===== src/rtl/gray_codec_pipe.sv =====
// Registered binary<->Gray converter with a valid/ready handshake and a
// single-bit-step check on successive Gray inputs (saturating error count).
module gray_codec_pipe #(
  parameter int WIDTH = 4,
  parameter int CNT_W = 8
) (
  input  logic             clk,
  input  logic             rst,
  input  logic             in_valid,
  output logic             in_ready,
  input  logic             in_mode,
  input  logic [WIDTH-1:0] in_data,
  output logic             out_valid,
  input  logic             out_ready,
  output logic [WIDTH-1:0] out_data,
  output logic             out_mode,
  output logic             step_err,
  output logic [CNT_W-1:0] err_count
);

  localparam logic [CNT_W-1:0] CNT_ONE = {{(CNT_W-1){1'b0}}, 1'b1};
  localparam logic [CNT_W-1:0] CNT_MAX = {CNT_W{1'b1}};

  logic [WIDTH-1:0] hist_r;
  logic             hist_v_r;
  logic [WIDTH-1:0] conv_s;
  logic             viol_s;
  logic             accept_s;
  logic             cnt_sat_s;

  function automatic logic [WIDTH-1:0] bin_to_gray(input logic [WIDTH-1:0] b);
    return b ^ {1'b0, b[WIDTH-1:1]};
  endfunction

  // Prefix XOR from the MSB down.
  function automatic logic [WIDTH-1:0] gray_to_bin(input logic [WIDTH-1:0] g);
    logic [WIDTH-1:0] b;
    b = g;
    for (int i = WIDTH - 2; i >= 0; i--) begin
      b[i] = b[i+1] ^ g[i];
    end
    return b;
  endfunction

  // True when more than one bit of x is set.
  function automatic logic multi_bit(input logic [WIDTH-1:0] x);
    logic seen;
    logic multi;
    seen  = 1'b0;
    multi = 1'b0;
    for (int i = 0; i < WIDTH; i++) begin
      multi = multi | (seen & x[i]);
      seen  = seen | x[i];
    end
    return multi;
  endfunction

  assign in_ready  = !out_valid || out_ready;
  assign accept_s  = in_valid && in_ready;
  assign cnt_sat_s = (err_count == CNT_MAX);

  // Conversion result and step-rule verdict for the word on the input.
  always_comb begin
    conv_s = {WIDTH{1'b0}};
    viol_s = 1'b0;
    if (in_mode) begin
      conv_s = gray_to_bin(in_data);
      viol_s = hist_v_r && multi_bit(in_data ^ hist_r);
    end else begin
      conv_s = bin_to_gray(in_data);
      viol_s = 1'b0;
    end
  end

  // Output register stage: load on accept, clear valid on a drain-only transfer.
  always_ff @(posedge clk or posedge rst) begin
    if (rst) begin
      out_valid <= 1'b0;
      out_data  <= {WIDTH{1'b0}};
      out_mode  <= 1'b0;
      step_err  <= 1'b0;
    end else if (accept_s) begin
      out_valid <= 1'b1;
      out_data  <= conv_s;
      out_mode  <= in_mode;
      step_err  <= viol_s;
    end else if (out_ready) begin
      out_valid <= 1'b0;
    end
  end

  // Last accepted Gray word; binary->Gray traffic leaves the chain untouched.
  always_ff @(posedge clk or posedge rst) begin
    if (rst) begin
      hist_r   <= {WIDTH{1'b0}};
      hist_v_r <= 1'b0;
    end else if (accept_s && in_mode) begin
      hist_r   <= in_data;
      hist_v_r <= 1'b1;
    end
  end

  // Saturating step-error counter, bumped on the accept edge.
  always_ff @(posedge clk or posedge rst) begin
    if (rst) begin
      err_count <= {CNT_W{1'b0}};
    end else if (accept_s && viol_s && !cnt_sat_s) begin
      err_count <= err_count + CNT_ONE;
    end
  end

endmodule


===== config.mk =====
export PLATFORM = sky130hd
export DESIGN_NAME = gray_codec_pipe
export DESIGN_NICKNAME = d
export VERILOG_FILES = /design/src/rtl/gray_codec_pipe.sv
export SDC_FILE = /design/constraint.sdc
export NUM_CORES = 1
export LEC_CHECK = 0
export CAP_MARGIN = 30
export CORE_UTILIZATION = 49
export CTS_BUF_LIST = sky130_fd_sc_hd__clkbuf_2 sky130_fd_sc_hd__clkbuf_4 sky130_fd_sc_hd__clkbuf_8
export DETAILED_ROUTE_END_ITERATION = 16
export HOLD_SLACK_MARGIN = 0.03
export PLACE_DENSITY = 0.82
export SYNTH_ARGS = -nofsm -noshare
export SYNTH_HDL_FRONTEND = slang
export SYNTH_SLANG_ARGS = --single-unit

===== constraint.sdc =====
create_clock -name clk -period 2.1 [get_ports clk]
set_input_delay 0.63 -clock clk [delete_from_list [all_inputs] [get_ports clk]]
set_output_delay 0.63 -clock clk [all_outputs]
set_load 0.005 [all_outputs]

==> results of run 1 <==
[metal layers]
layer	vias to the layer above	global-route usage [%]	routed length, um	share of wire (%)
li1	350	-	-	-
met1	333	25.9	801	47
met2	12	32.3	842	49
met3	5	2.38	45	2.6
met4	0	9.09	30	1.7
met5	-	0	0	0
[registers in the layout (all words and copies together) (netlist names)]
name	flops
out_valid	1
hist_r	4
out_data	4
step_err	1
hist_v_r	1
err_count	8
out_mode	1
[critical path, stage by stage]
cell and delay [ns]:
clkdlybuf4s50_1 0.46, nand2b_4 0.13, clkdlybuf4s15_1 0.22
[worst max-delay path by stage]
stage | slack, ns | depth (start not counted) | from | end
6_report | 0.04 | 3 | out_ready | in_ready
5_1_grt | -0.04 | 7 | in_data[3] | err_count[5]
4_1_cts | 0.03 | 3 | out_ready | in_ready
3_5_place_dp | -0.32 | 3 | out_ready | in_ready
3_3_place_gp | -0.26 | 3 | out_ready | in_ready
2_1_floorplan | 0.15 | 6 | out_ready | err_count[1]
[repair_timing]
item / in CTS / in global routing
hold buffers: 0 / 0
resized for setup: 3 / 3
endpoints found under the setup margin: 1 / 3
[cells by family after synthesis]
logic type	share of synthesized area [%]
AND/OR/NAND/NOR	16.5
flip-flops	53.6
XOR/XNOR	14.1
multiplexers	10.1
AO/OA/AOI/OAI	3.49
buffers and inverters	0.937
adder cells (fa/ha/maj)	1.34
[area by class of cell]
class                      instances  area share [%]
inverter                           1           0.282
sequential                        20            37.6
timing repair buffer              35            24.3
clock buffer                       3            1.69
multi-input combinational         57            33.8
tap                               25            2.35
[cell usage in the layout (no fill, tap or decap)]
cell type / count
xor2_1: 5
a21o_1: 1
nor2b_1: 1
dfrtp_1: 20
clkdlybuf4s15_1: 1
mux2_2: 7
nand4_1: 1
and3_1: 1
inv_1: 1
o21ai_0: 2
nand2b_4: 1
clkbuf_4: 3
nor2_1: 1
nor4_2: 2
o211ai_1: 2
nand3_1: 4
nand2_1: 8
nor3_1: 2
nor3b_1: 1
ha_1: 1
mux2_4: 1
nand4_2: 1
or2_4: 1
buf_4: 11
nand2b_1: 2
xnor2_1: 10
nor3_2: 1
or2_2: 1
clkdlybuf4s50_1: 23
[power groups by stage]
stage | Clock, mW | Combinational, mW | Sequential (mW)
3_3_place_gp | 0 | 0.344 | 0.534
2_1_floorplan | 0 | 0.161 | 0.535
3_5_place_dp | 0 | 0.354 | 0.538
5_1_grt | 0.197 | 0.391 | 0.543
4_1_cts | 0.184 | 0.356 | 0.533
6_report | 0.180 | 0.355 | 0.531
==> flow_summary.ini, run 1 <==
[cells_and_area]
antenna_cells = 0
fillers = 133
drive_gt1_share_pct = 25.0
nets = 128
register_area_um2 = 500
instances_no_fill = 141
final_core_util_pct = 75.4
final_area_um2 = 1330
area_growth_pct = 42.5
multiInputGateArea_um2 = 449

[critical_path]
arrival_ns = 1.43
required_ns = 1.47
crit_path_start_kind = input port
r2r-end = err_count[1]
cp_max_fo = 4
r2r_slack_ns = 0.39
r2r-start = err_count[0]
endpoint_kind = primary output
path_class = input port to primary output
reg2reg_depth = 5

[yosys]
synth.most_common_cell = dfrtp_1
syn-cell-area_um2 = 933
synthDistinctLibCells = 24
ys_ff_latch = 20
synth_nets = 89
ys_warn_count = 0
synth-edff-count = 0
synth_top_cells_by_count = 20 x dfrtp_1, 10 x xnor2_1, 8 x nand2_1
synth_seq_area_share_pct = 53.6
yosys_most_used_dff = dfrtp_1
synth-async-reset-ratio_pct = 100
yosysTopAreaCellShare_pct = 53.6
synth_top_area_cell = dfrtp_1
synthCells = 79
syn_area_per_cell_um2 = 11.8
synthTopCellsByArea = dfrtp_1 54%, xnor2_1 9.4%, mux2_2 8.4%, xor2_1 4.7%, nand2_1 3.2%

[sta]
holdWs_ns = 0.482
fin_ws_ns = 0.0353
slew-limit-headroom_pct = 70.9
maxSlewViolCount = 0
setup_viol = 0
hold_viol = 0
finalCritPeriodShare_pct = 98.3
tightest_slew_ns = 0.435
worst_clock_skew_ns = 0.00450
max_freq_ghz = 0.484
fin_crit_ns = 2.06
grt_setup_unrepaired = true
setup-tns-final_ns = 0

[place]
dp_cells = 138
pre_cts_ws_ns = -0.320
numPortBuffers = 24
routabilityCongestion = 0.697
place_area_um2 = 1280

[drt]
wire_per_inst_um = 12.2
via_per_inst = 4.96
ant_nets = 0
drt_iter0_markers = 3
drc = 0
vias = 700
drt_wl_total_mm = 1.72
drt_first_pass_iters = 3

[clock_tree]
clock_tree.buffer_depth = 2
worstSkewPairLatency_ns = 0.30
root_buffer = clkbuf_4
tritoncts_num_sinks = 20
path_clk_slew_ns = 0.10
cts_made_buffers = 3
cts_tree = done
cts_setup_buffers = 0
cts-htree-levels = 1

[job]
max_cap_violations = 0

[global_route]
grt_max_degree = 21
gr-total-overflow = 0
grt_first_pass_wirelength_mm = 2.86
grt_pass1_vias = 673
grt_usage_pct = 19.7
antenna_found_initial = 0

[power_and_ir_drop]
power.internal_mw = 0.757
p_comb_share_pct = 33.3
netSwitchingFraction_pct = 29.0
p_seq_share_pct = 49.8
p_total_mw = 1.07
p_leak_nw = 0.577
pwr-share-clk_pct = 16.9
peakVddDrop_mv = 0.552
power.switching_mw = 0.309
power.density_nw_per_um2 = 802

[die]
floorplan.die_area_um2 = 2080
dieWidth_um = 45.6
initial_utilization_pct = 52.9
rows = 15
core_area_um2 = 1760
io_pins = 25
die_h_um = 45.6

[worst_hold_path]
min-delay-start = step_err
holdPathStages = 2
hp-class = flop to flop
min_to = step_err

[outcome]
status = finished, final reports clean
Power figures use the tool's default switching activity.
==> run 2: changes to the inputs <==
--- a/config.mk
+++ b/config.mk
@@ -9,7 +9,6 @@
 export CORE_UTILIZATION = 49
 export CTS_BUF_LIST = sky130_fd_sc_hd__clkbuf_2 sky130_fd_sc_hd__clkbuf_4 sky130_fd_sc_hd__clkbuf_8
 export DETAILED_ROUTE_END_ITERATION = 16
-export HOLD_SLACK_MARGIN = 0.03
 export PLACE_DENSITY = 0.82
 export SYNTH_ARGS = -nofsm -noshare
 export SYNTH_HDL_FRONTEND = slang
==> results of run 2 <==
No change in the layout: final DEF, timing and power equal those of run 1.
==> run 3: changes to the inputs <==
--- a/config.mk
+++ b/config.mk
@@ -8,6 +8,7 @@
 export CAP_MARGIN = 30
 export CORE_UTILIZATION = 49
 export CTS_BUF_LIST = sky130_fd_sc_hd__clkbuf_2 sky130_fd_sc_hd__clkbuf_4 sky130_fd_sc_hd__clkbuf_8
+export CTS_CLUSTER_DIAMETER = 200
 export DETAILED_ROUTE_END_ITERATION = 16
 export PLACE_DENSITY = 0.82
 export SYNTH_ARGS = -nofsm -noshare
==> results of run 3 <==
No change in the layout: final DEF, timing and power equal those of run 1.
